`src/rtl/alu_pkg.sv`:
```
// rtl/alu_pkg.sv - opcode/funct constants and one-hot op-select encoding for the ALU
package alu_pkg;

  // Opcodes
  localparam logic [5:0] INST_R       = 6'h00;
  localparam logic [5:0] INST_J_J     = 6'h02;
  localparam logic [5:0] INST_I_BEQ   = 6'h04;
  localparam logic [5:0] INST_I_BNE   = 6'h05;
  localparam logic [5:0] INST_I_ADDI  = 6'h08;
  localparam logic [5:0] INST_I_ADDIU = 6'h09;
  localparam logic [5:0] INST_I_SLTI  = 6'h0A;
  localparam logic [5:0] INST_I_SLTIU = 6'h0B;
  localparam logic [5:0] INST_I_ANDI  = 6'h0C;
  localparam logic [5:0] INST_I_ORI   = 6'h0D;
  localparam logic [5:0] INST_I_XORI  = 6'h0E;
  localparam logic [5:0] INST_I_LUI   = 6'h0F;
  localparam logic [5:0] INST_I_LW    = 6'h23;
  localparam logic [5:0] INST_I_SW    = 6'h2B;

  // R-type functs
  localparam logic [5:0] FUNCT_SLL  = 6'h00;
  localparam logic [5:0] FUNCT_SRL  = 6'h02;
  localparam logic [5:0] FUNCT_SRA  = 6'h03;
  localparam logic [5:0] FUNCT_SLLV = 6'h04;
  localparam logic [5:0] FUNCT_SRLV = 6'h06;
  localparam logic [5:0] FUNCT_SRAV = 6'h07;
  localparam logic [5:0] FUNCT_ADD  = 6'h20;
  localparam logic [5:0] FUNCT_ADDU = 6'h21;
  localparam logic [5:0] FUNCT_SUB  = 6'h22;
  localparam logic [5:0] FUNCT_SUBU = 6'h23;
  localparam logic [5:0] FUNCT_AND  = 6'h24;
  localparam logic [5:0] FUNCT_OR   = 6'h25;
  localparam logic [5:0] FUNCT_XOR  = 6'h26;
  localparam logic [5:0] FUNCT_NOR  = 6'h27;
  localparam logic [5:0] FUNCT_SLT  = 6'h2A;
  localparam logic [5:0] FUNCT_SLTU = 6'h2B;

  // One-hot op select; OP_ZERO is the "result 0" op loaded at reset
  typedef enum logic [12:0] {
    OP_ZERO = 13'b0_0000_0000_0001,
    OP_ADD  = 13'b0_0000_0000_0010,
    OP_SUB  = 13'b0_0000_0000_0100,
    OP_AND  = 13'b0_0000_0000_1000,
    OP_OR   = 13'b0_0000_0001_0000,
    OP_XOR  = 13'b0_0000_0010_0000,
    OP_NOR  = 13'b0_0000_0100_0000,
    OP_SLT  = 13'b0_0000_1000_0000,
    OP_SLTU = 13'b0_0001_0000_0000,
    OP_SLL  = 13'b0_0010_0000_0000,
    OP_SRL  = 13'b0_0100_0000_0000,
    OP_SRA  = 13'b0_1000_0000_0000,
    OP_LUI  = 13'b1_0000_0000_0000
  } op_sel_t;

endpackage

```
`src/rtl/alu_predecode.sv`:
```
// rtl/alu_predecode.sv - registered opcode/funct to one-hot op decode; shifts gated by ALU_SHIFT_EN
module alu_predecode
  import alu_pkg::*;
(
  input  logic     clk,
  input  logic     rst,
  input  logic [5:0] opcode_fwd,
  input  logic [5:0] funct_fwd,
  output op_sel_t  op_q
);

  op_sel_t op_d;

  // Map the ID-stage instruction to its op; anything unrecognised yields zero
  always_comb begin
    op_d = OP_ZERO;
    if (opcode_fwd == INST_R) begin
      case (funct_fwd)
        FUNCT_ADD, FUNCT_ADDU: op_d = OP_ADD;
        FUNCT_SUB, FUNCT_SUBU: op_d = OP_SUB;
        FUNCT_AND:             op_d = OP_AND;
        FUNCT_OR:              op_d = OP_OR;
        FUNCT_XOR:             op_d = OP_XOR;
        FUNCT_NOR:             op_d = OP_NOR;
        FUNCT_SLT:             op_d = OP_SLT;
        FUNCT_SLTU:            op_d = OP_SLTU;
`ifdef ALU_SHIFT_EN
        FUNCT_SLL, FUNCT_SLLV: op_d = OP_SLL;
        FUNCT_SRL, FUNCT_SRLV: op_d = OP_SRL;
        FUNCT_SRA, FUNCT_SRAV: op_d = OP_SRA;
`else
        FUNCT_SLL, FUNCT_SLLV,
        FUNCT_SRL, FUNCT_SRLV,
        FUNCT_SRA, FUNCT_SRAV: op_d = OP_ZERO;
`endif
        default:               op_d = OP_ZERO;
      endcase
    end else begin
      case (opcode_fwd)
        INST_I_ADDI, INST_I_ADDIU,
        INST_I_LW, INST_I_SW:           op_d = OP_ADD;
        INST_I_SLTI:                    op_d = OP_SLT;
        INST_I_SLTIU:                   op_d = OP_SLTU;
        INST_I_ANDI:                    op_d = OP_AND;
        INST_I_ORI:                     op_d = OP_OR;
        INST_I_XORI:                    op_d = OP_XOR;
        INST_I_LUI:                     op_d = OP_LUI;
        INST_I_BEQ, INST_I_BNE, INST_J_J: op_d = OP_ZERO;
        default:                        op_d = OP_ZERO;
      endcase
    end
  end

  // Decode register; reset selects the zero-result op
  always_ff @(posedge clk) begin
    if (rst) op_q <= OP_ZERO;
    else     op_q <= op_d;
  end

endmodule

```
`src/rtl/alu.sv`:
```
// rtl/alu.sv - single-cycle registered integer ALU; shifter present only with ALU_SHIFT_EN
module alu
  import alu_pkg::*;
(
  input  logic        clk,
  input  logic        rst,
  input  logic [5:0]  opcode_fwd,
  input  logic [5:0]  funct_fwd,
  input  logic [5:0]  opcode,
  input  logic [5:0]  funct,
  input  logic [31:0] rrs,
  input  logic [31:0] rrt_in,
  input  logic [15:0] imm,
  input  logic [4:0]  shamt_in,
  output logic [31:0] rslt
);

  op_sel_t     op_q;
  logic        is_r;
  logic [31:0] simm;
  logic [31:0] zimm;
  logic [31:0] b_arith;
  logic [31:0] b_logic;
  logic [31:0] rslt_d;
  logic [31:0] rslt_q;

  alu_predecode u_predecode (
    .clk        (clk),
    .rst        (rst),
    .opcode_fwd (opcode_fwd),
    .funct_fwd  (funct_fwd),
    .op_q       (op_q)
  );

`ifdef ALU_SHIFT_EN
  // Variable shifts (funct bit 2 set) take the amount from rs
  logic [4:0] sh_amt;
  logic       unused_funct;
  assign sh_amt       = funct[2] ? rrs[4:0] : shamt_in;
  assign unused_funct = ^{funct[5:3], funct[1:0]};
`else
  logic unused_shift;
  assign unused_shift = ^{funct, shamt_in};
`endif

  // Result mux: opcode only chooses register vs immediate second operand
  always_comb begin
    is_r    = (opcode == INST_R);
    simm    = {{16{imm[15]}}, imm};
    zimm    = {16'h0000, imm};
    b_arith = is_r ? rrt_in : simm;
    b_logic = is_r ? rrt_in : zimm;
    rslt_d  = '0;
    case (op_q)
      OP_ADD:  rslt_d = rrs + b_arith;
      OP_SUB:  rslt_d = rrs - rrt_in;
      OP_AND:  rslt_d = rrs & b_logic;
      OP_OR:   rslt_d = rrs | b_logic;
      OP_XOR:  rslt_d = rrs ^ b_logic;
      OP_NOR:  rslt_d = ~(rrs | rrt_in);
      OP_SLT:  rslt_d = {31'b0, $signed(rrs) < $signed(b_arith)};
      OP_SLTU: rslt_d = {31'b0, rrs < b_arith};
      OP_LUI:  rslt_d = {imm, 16'h0000};
`ifdef ALU_SHIFT_EN
      OP_SLL:  rslt_d = rrt_in << sh_amt;
      OP_SRL:  rslt_d = rrt_in >> sh_amt;
      OP_SRA:  rslt_d = $unsigned($signed(rrt_in) >>> sh_amt);
`else
      OP_SLL, OP_SRL, OP_SRA: rslt_d = '0;
`endif
      default: rslt_d = '0;
    endcase
  end

  // Result register feeding MM
  always_ff @(posedge clk) begin
    if (rst) rslt_q <= '0;
    else     rslt_q <= rslt_d;
  end

  assign rslt = rslt_q;

endmodule

```
`config.mk`:
```
export PLATFORM = sky130hd
export DESIGN_NAME = alu
export DESIGN_NICKNAME = d
export VERILOG_FILES = /design/src/rtl/alu_pkg.sv /design/src/rtl/alu_predecode.sv /design/src/rtl/alu.sv
export SDC_FILE = /design/constraint.sdc
export NUM_CORES = 1
export LEC_CHECK = 0
export CAP_MARGIN = 15
export CORE_MARGIN = 1.5
export CORE_UTILIZATION = 45
export CTS_CLUSTER_SIZE = 40
export DETAILED_ROUTE_END_ITERATION = 10
export PLACE_DENSITY = 0.74
export SETUP_SLACK_MARGIN = 0.5
export SYNTH_ARGS = -nofsm -noshare
export SYNTH_HDL_FRONTEND = slang
export SYNTH_SLANG_ARGS = --single-unit
export TNS_END_PERCENT = 50
```
`constraint.sdc`:
```
create_clock -name clk -period 4.9 [get_ports clk]
set_clock_uncertainty 0.05 [all_clocks]
set_input_delay 0.735 -clock clk [delete_from_list [all_inputs] [get_ports clk]]
set_output_delay 0.735 -clock clk [all_outputs]
set_load 0.02 [all_outputs]
```
# After elaboration in Yosys (flattened, before gate mapping)
# Memories as Yosys holds them, arrays and structs flattened.
# Cells that the tools add are included.
totals:
  register_bits: 45
  mem_bits_ro: 1088
  inputBits: 111
  output_inout_bits: 32
  wordCells: 28
  n_memories: 2
classes:
  n_addsub: 2
  magnitude_cmp: 2
  n_eq_ne: 9
  muxes: 4
  bitwise_logic: 5
  reduce_logical: 2
mem_list:
  columns: ["name", "words", "width", "read_ports", "rd_clocked_by_memory_dff", "wr", "line", "text"]
  rows:
  - ["(no name shown)", 64, 9, 1, 0, 0, "alu_predecode.sv:18", "case (funct_fwd)"]
  - ["(no name shown)", 64, 8, 1, 0, 0, "alu_predecode.sv:39", "case (opcode_fwd)"]
op_table:
  columns: ["op", "count"]
  rows:
  - ["one-hot mux 32 bit (9 select lines)", 1]
  - ["less-than comparator 32 bit", 2]
  - ["2-to-1 mux 32 bit", 2]
  - ["bitwise OR 32 bit", 2]
  - ["adder 32 bit", 1]
  - ["AND 32 bit", 1]
  - ["NOT 32 bit", 1]
  - ["subtractor 32 bit", 1]
  - ["XOR 32 bit", 1]
  - ["== test 13 bit (second input constant)", 1]
  - ["== test 13 x 2 -> 1 bit (second input constant)", 1]
  - ["== test 13 x 3 -> 1 bit (second input constant)", 1]
  - ["== test 13 x 4 -> 1 bit (second input constant)", 1]
  - ["== test 13 x 5 -> 1 bit (second input constant)", 1]
  - ["== test 13 x 6 -> 1 bit (second input constant)", 1]
  - ["== test 13 x 7 -> 1 bit (second input constant)", 1]
  - ["== test 13 x 8 -> 1 bit (second input constant)", 1]
  - ["== test 13 x 9 -> 1 bit (second input constant)", 1]
  - ["2-to-1 mux 13 bit", 1]
  - ["logical NOT 6 bit", 2]

# Longest topological paths before layout
# Gate-level depths: netlist (run 1).
logic_depth:
  word_depth: 4
  mapped_depth: 23
  depth_no_buf: 21

# By module
# Synthesis (run 1) repeated with hierarchy kept, for this count alone.
hier_totals:
  cells_unflattened: 967
  hier_area_um2: 7186.9
by_module_without_submodules:
  columns: ["module", "n_inst", "cells_each", "area_each_um2", "seq_area_each_um2"]
  rows:
  - ["alu", 1, 904, 6626.4, 640.6]
  - ["alu_predecode", 1, 63, 560.5, 200.2]

# Worst setup path before layout (run 1)
# No wires, ideal clock.
synth_path:
  kind: "input-to-reg"
  from: "input port opcode[1]"
  to: "register rslt_q[16] (netlist: rslt[16])"
  setup_ps: 75
  arrival_ps: 4751
  required_ps: 4775
  path_slack_ps: 24
  stages: 18
  cell_sequence: "nor4_2 nand2_1 clkbuf_1 buf_1 mux2i_1 a21oi_1 nor3_1 a21oi_1 ha_1 a21o_1 o31a_1 a211o_1 a21o_1 a21o_1 a21o_1 nand2_1 mux2_2 o22ai_1"
synth_between:
  elab_chain_cells: 4
  word_cells_on_any_way: 8
  classes_between: "1 x add/sub; 3 x mux; 3 x bitwise; 1 x reduce/logical"
synth_rtl:
  columns: ["element", "line", "text"]
  rows:
  - ["start, declared", "alu.sv:9", "input logic [5:0] opcode,"]
  - ["logical NOT 6 bit (*)", "alu.sv:48", "is_r = (opcode == INST_R);"]
  - ["2-to-1 mux 32 bit, on equally long branches", "alu.sv:51, alu.sv:52", null]
  - ["adder 32 bit (tied with other cells)", "alu.sv:55", "OP_ADD: rslt_d = rrs + b_arith;"]
  - ["one-hot mux 32 bit (9 select lines) (*)", "alu.sv:54", "case (op_q)"]
  - ["end signal, assigned", "alu.sv:78", "else rslt_q <= rslt_d;"]
  - ["end, declared", "alu.sv:25", "logic [31:0] rslt_q;"]
# Mark *: on every way between the ends. The rest lies on a longest branch, timed or not.
# A chain may end at the register's enable or synchronous reset.

# Worst setup path in the final report (run 1)
layout_path:
  from: "input port imm[1]"
  to: "register rslt_q[23] (netlist: rslt[23])"
layout_between:
  elab_chain_cells: 3
layout_rtl:
  columns: ["element", "line", "text"]
  rows:
  - ["start, declared", "alu.sv:13", "input logic [15:0] imm,"]
  - ["2-to-1 mux 32 bit", "alu.sv:51", "b_arith = is_r ? rrt_in : simm;"]
  - ["adder 32 bit", "alu.sv:55", null]
  - ["one-hot mux 32 bit (9 select lines)", "alu.sv:54", null]
# No other way between the ends.

==> results of run 1 <==
timing repair:
action	4_1_cts	5_1_grt
endpoints found under the setup margin	20	20
resized for setup	59	62
hold buffers	0	0
setup buffers	7	12
pin swaps	49	62
area by class of cell:
cell class | instances | share of cell area, %
Clock inverter | 3 | 0.247
Timing Repair Buffer | 333 | 26.8
Sequential cell | 42 | 7.90
Clock buffer | 5 | 1.18
Inverter | 80 | 2.82
Multi-Input combinational cell | 802 | 58.8
Tap cell | 188 | 2.21
registers in the layout, summed over array words and instances, names as in the netlist:
signal and cells:
rslt 32, u_predecode.op_q 10
worst min path at each step:
stage / from / endpoint
2_1_floorplan: u_predecode.op_q[4] / rslt[1]
3_3_place_gp: u_predecode.op_q[4] / rslt[1]
3_5_place_dp: u_predecode.op_q[4] / rslt[1]
4_1_cts: u_predecode.op_q[4] / rslt[1]
5_1_grt: u_predecode.op_q[4] / rslt[1]
6_report: u_predecode.op_q[4] / rslt[1]
worst max-delay path, cell delays in order:
cell and delay (ns):
buf_6 0.09, or3_4 0.39, or3_4 0.36, o41ai_4 0.37, buf_4 0.19, buf_6 0.12
nand2_8 0.06, buf_6 0.12, buf_6 0.11, xnor2_2 0.12, nor2_1 0.08, a21oi_1 0.05
ha_1 0.25, a21oi_4 0.19, nor2b_4 0.05, o21a_1 0.20, o211ai_1 0.20, nand2_1 0.12
a21oi_4 0.19, o21bai_4 0.11, o211ai_1 0.22, xor2_1 0.17, o22ai_1 0.15
power by group:
part | switching, mW | internal, mW | total [mW] | leakage (nW)
registers | 0.00129 | 0.342 | 0.343 | 0.338
clock network | 0.178 | 0.195 | 0.373 | 0.0752
logic | 0.393 | 0.386 | 0.779 | 4.47
logic make-up after synthesis:
group	synth area share, %
adders and majority gates	25.4
DFF	12.0
muxes	2.60
and+or+nand+nor	21.3
buffers and inverters	6.20
AOI/OAI and AO/OA	27.0
xor gates and xnor gates	5.49
stage by stage:
step / instance area (sq um) / setup WS [ns] / setup TNS [ns]
finish: 10600 / 0.336 / 0
global route: 10600 / 0.150 / 0
CTS: 10200 / 0.297 / 0
global placement: 9890 / -0.393 / -2.70
floorplan: 7090 / 0.384 / 0
detailed placement: 9890 / -0.451 / -3.29
cells in the final DEF, fill, tap and decap left out, drive strengths merged, types with 7 or more instances in the layout:
master	count
o21a	8
nand4b	7
nor3	41
nand3	14
nand2b	17
xnor2	24
clkdlybuf4s50	122
a21o	17
nor2	104
a211oi	7
nor4	17
a31oi	7
a221oi	22
ha	141
o211ai	7
o31ai	12
xor2	20
mux2i	16
buf	205
o22ai	15
a21oi	90
nand2	67
dfxtp	42
inv	83
o21ai	59
metal layers:
metal / global-route usage (%) / vias up
met5: 0 / -
met4: 15.1 / 0
met3: 5.43 / 86
met2: 51.6 / 439
li1: - / 4120
met1: 41.6 / 4069
==> metrics.txt, run 1 <==
clock transition at the registers of the reported paths roughly 0.07 ns; Worst Setup Start Kind input port; Post-synth ARST share 0%; Pins Over Slew Limit 0; pwr/cell area between 100 and 150 nW/um^2; register cell area after layout 841 sq um; Routed WL approximately 28,000 um; Hold Vio Cnt, Final 0; CTS Buf Count 5; Top FF cell, synth dfxtp_1; area grow syn2layout 51.4%; syn_nets approximately 1,200; hold path cells 4; 1st-iter DRT viols roughly 730; yosys warns 0; initial antenna violation count 0; Pleak around 5 nW; post-route ant nets 0; Netlist Area Pre-Place roughly 7000 sq um; H-tree depth 2; CTS sink count 42; R2R Path End rslt[28]; Layout Nets around 1,500; most frequent cells after synthesis ha_1 (141), nor2_1 (103), a21oi_1 (90); CTS max path bufs 2; fillers around 1,200; area of the multi-input gates around 6300 sq um; Critical path origin imm[1]; Critical Path Sink rslt[23]; Yosys top cell by area ha_1; Setup CP Type in2reg; Worst Setup End Kind flip-flop; syn_area_per_cell approximately 7.3 sq um; PortBufs around 130; Crit Path Max Fanout 4; met3 routed WL between 2000 and 2500 um; Top Layer Used met4; Synth cell types 69; Clock Latency Late Sink roughly 0.30 ns; CP Data Arrival Time about 4.7 ns; WP data required around 5.0 ns; Worst VDD drop between 0.0001 and 0.00015 V; final cell count without fillers ~1,500; slew margin rel. about 45%; CTS tree built; number of synthesized flops with an enable pin 0; Yosys reg bits between 40 and 50; std cell rows 45; worst hold slack about 0.73 ns; via count 8,714; DR vias/cell roughly 6; HPWL after DPL 20,500 um; Max Clk Rate approximately 220 MHz; final setup vio count 0; Ports roughly 140; diode count 0; Clock Tree Root clkbuf_16; FF-to-FF Start u_predecode.op_q[7]; WL met1 about 11,000 um; DIE HEIGHT about 130 um; layout cells sized above 1 approximately a quarter; largest cells by area after synthesis ha_1 (25%), dfxtp_1 (12%), a21oi_1 (6.4%), nor2_1 (5.5%), inv_1 (4.3%); cells after synthesis 959; vias in the first global route a little over 8,000; Synth top area share 25.1%; DRC errors left 0; met2 wire len approximately 13,000 um; worst hold path type reg2reg; r2r setup slk ~0.52 ns; wire per inst around 19 um; Seq/Total Area, Yosys between 10% and 20%; full die area about 16,000 sq um; first-pass GRT wire length between 40,000 and 50,000 um; first-pass detailed-route iteration total 5; Core ar. 15,200 sq um; All-Layer GR Usage around a third; largest net degree at the start of global routing 33; Final Wtd Congestion slightly above 1; RSZ-0062 raised after global routing true; fin crit period approximately 4.6 ns; most frequent cell after synthesis ha_1; total power roughly 1.5 mW; max capacitance violation total 0; Worst Tran Pin Value slightly above 0.8 ns; outcome finished clean; R2R depth 17; total grt overflow 0; Initial Util approximately 46%; Final period util 93.1%; Finished Core Util a little over two thirds; placed insts 1,426; Die W 128 um
Note: power is estimated with default switching activity, not from simulation.
==> run 2: changes to the inputs <==
Settings changed: CAP_MARGIN 15 to not set, SYNTH_HIERARCHICAL set to 1.
==> run 2 against run 1 <==
Effect of this change:
- sequential cell count is the same
- sequential power is essentially flat
- worst setup slack gained 0.062 ns
- synthesized cell count grew 0.83%
- largest power group unchanged
- highest routed layer unchanged
==> metrics.txt, run 2 <==
outcome finished clean; Synth Area in Adders 23.8%; max reg flops 32; final setup vio count 0; Synth top area share 23.5%; Yosys top cell by area ha_1; cells after synthesis approximately 970; Logic pwr share between 50% and 60%; R2R depth 17; full die area about 17,000 sq um; post-synthesis xor/xnor area fraction under 10%; Crit-path slowest cell a311oi_2; DR vias/cell between 5 and 6; first-pass detailed-route iteration total 9; max capacitance violation total 0; layout cells sized above 1 a little over a quarter; WP data required 5.02 ns; diode count 0; worst hold path type reg2reg; std cell rows 46; Worst Setup Start Kind input port; Compound-Gate Fraction of Synth Area 28.4%; CTS Buf Count 5; DIE HEIGHT 129 um; DRC errors left 0; Setup WS pre-CTS -0.427 ns; All-Layer GR Usage about a third; CP max stage delay 0.38 ns; H-tree depth 2; Yosys reg bits 42; mux share of post-synthesis cell area 2.39%; R2R Path End rslt[30]; share of power burned in registers about 22%; Ports about 140; simple-gate share of the synthesized area 21.3%; Die W about 130 um; CTS max path bufs 2; Setup CP Type in2reg; NetSw around 0.57 mW; final instance area 10,900 sq um; Worst Setup End Kind flip-flop; worst hold slack just under 0.8 ns; Top FF cell, synth dfxtp_1; Finished Core Util between 60 and 70%; pwr/cell area ~140 nW/um^2; area grow syn2layout 51.6%; WHS Endpoint rslt[0]; Netlist Area Pre-Place approximately 7000 sq um; hold path cells 4; Post-synth ARST share 0%; CTS tree built; Final period util approximately 92%; PortBufs around 130; Final Wtd Congestion just under 1; wire per inst between 15 and 20 um; placed cell areas roughly 10000 sq um; largest cells by area after synthesis ha_1 (24%), dfxtp_1 (12%), a21oi_1 (6.8%), nor2_1 (5.1%), inv_1 (4.3%); Max Clk Rate ~220 MHz; CP Data Arrival Time 4.62 ns; r2r setup slk slightly above 0.5 ns; worst-path cell chain buf_2 > nor4_4 > nand2_2 > buf_12 > mux2i_4 > and2_4 > buf_4 > xnor2_2 > nor2_1 > a21oi_1 > ha_1 > and4_1 > a221o_1 > a311oi_2 > a21boi_4 > a311o_1 > a221oi_2 > xnor2_1 > o22ai_1; RSZ-0062 raised after global routing true; Clk pwr share about a quarter; Crit Path Max Fanout 8; Synth cell types 79; Pins Over Slew Limit 0; fin crit period ~4.5 ns; via count about 8,900; slew margin rel. 16.8%; Initial Util 45.7%; most frequent cell after synthesis ha_1; Layout Nets about 1,500; initial antenna violation count 0; syn_area_per_cell ~7.4 sq um; Clock Tree Root clkbuf_16; HPWL after DPL between 20,000 and 25,000 um; Hold Vio Cnt, Final 0; Routed WL approximately 28,000 um; Pleak roughly 5.1 nW; Internal ~1 mW; FF-to-FF Start u_predecode/op_q[5]; number of synthesized flops with an enable pin 0; Clock Latency Late Sink around 0.31 ns; post-route ant nets 0; Worst Tran Pin Value between 1 and 1.5 ns; Sw Ratio 36.9%; most common cell after layout, fill and taps aside buf_4; most frequent cells after synthesis ha_1 (135), a21oi_1 (98), nor2_1 (98); final worst slack approximately 0.4 ns; total grt overflow 0; yosys warns 6; Core ar. roughly 16,000 sq um; total power about 1.5 mW; 1st-iter DRT viols 983; hold path start u_predecode/op_q[6]; first-pass GRT wire length ~43,000 um; CTS sink count 42; clock transition at the registers of the reported paths ~0.070 ns; vias in the first global route ~8,300; largest net degree at the start of global routing 34; most frequent cells in the layout buf_4 (213), ha_1 (132), clkdlybuf4s50_1 (95); largest family of logic cells by synthesized area compound AO/OA/AOI/OAI gates; Worst VDD drop 0.000124 V; Seq/Total Area, Yosys 11.7%
==> run 2: cell count changes after synthesis, moves of 9 or more <==
| cell | delta |
|---|---|
| nor3_1 | -13 |
| a221oi_1 | -19 |
| o21ai_0 | -21 |
| xnor2_1 | +11 |
| o32ai_1 | +11 |
| a222oi_1 | +15 |
| a221o_1 | +11 |
| o21bai_1 | +10 |
| a21o_1 | +9 |
| xor2_1 | -11 |
==> run 2: timing repair <==
item                                   4_1_cts  5_1_grt
buffers inserted                            33        8
gates cloned                                 0        0
pin swaps                                   36       40
hold buffers                                 0        0
endpoints found under the hold margin        0        0
setup endpoints to repair                   21       20
gates resized for setup                    101       81
==> run 2: area by class of cell <==
cell class | count | area, sq um
clock buffer | 5 | 125
inverter | 82 | 308
multi-input combinational | 800 | 6400
clock inverter | 3 | 43.8
tap | 216 | 270
fill | 1235 | 4820
timing repair buffer | 347 | 2910
sequential | 42 | 841
==> run 2: worst max-delay path: cells and delay by family <==
family          cells  cell delay [ns]
fa+ha+maj           1             0.31
compound gates      7             1.72
mux                 1             0.18
buf+inv             3             0.43
xor+xnor            2             0.30
simple gates        5             0.95
==> run 2: metrics by stage <==
step / instances / setup TNS (ns)
after floorplan: 969 / 0
after global placement: 1446 / -2.77
after detailed placement: 1446 / -3.66
after CTS: 1487 / 0
after global routing: 1495 / 0
final: 1495 / 0
==> run 2: routing by layer <==
metal	routed length [um]	global-route usage, %	up-vias
met5	0	0	-
met4	1410	15.0	0
met3	2690	6.36	94
met2	12700	53.2	500
met1	11600	42.3	4185
li1	-	-	4160
==> run 2: power groups by stage <==
stage | registers [mW] | logic [mW] | clock network, mW
2_1_floorplan | 0.351 | 0.347 | 0
3_3_place_gp | 0.351 | 0.677 | 0
3_5_place_dp | 0.351 | 0.691 | 0
4_1_cts | 0.343 | 0.727 | 0.420
5_1_grt | 0.343 | 0.853 | 0.428
6_report | 0.343 | 0.792 | 0.411
==> run 2: worst max path at each step <==
stage                from       end  cells after the start
2_1_floorplan   opcode[1]  rslt[31]                     19
3_3_place_gp   rrt_in[10]  rslt[31]                     20
3_5_place_dp    rrt_in[9]  rslt[31]                     20
4_1_cts            imm[7]  rslt[31]                     20
5_1_grt         rrt_in[2]  rslt[31]                     21
6_report        opcode[3]  rslt[31]                     19
==> run 2: cell families (layout without fill, tap and decap cells) <==
kind of cell,after synthesis,after routing
buf+inv,127,437
simple gates,302,302
mux,17,17
compound gates,298,298
xor+xnor,44,44
fa+ha+maj,136,136
other cells,1,3
flops,42,42
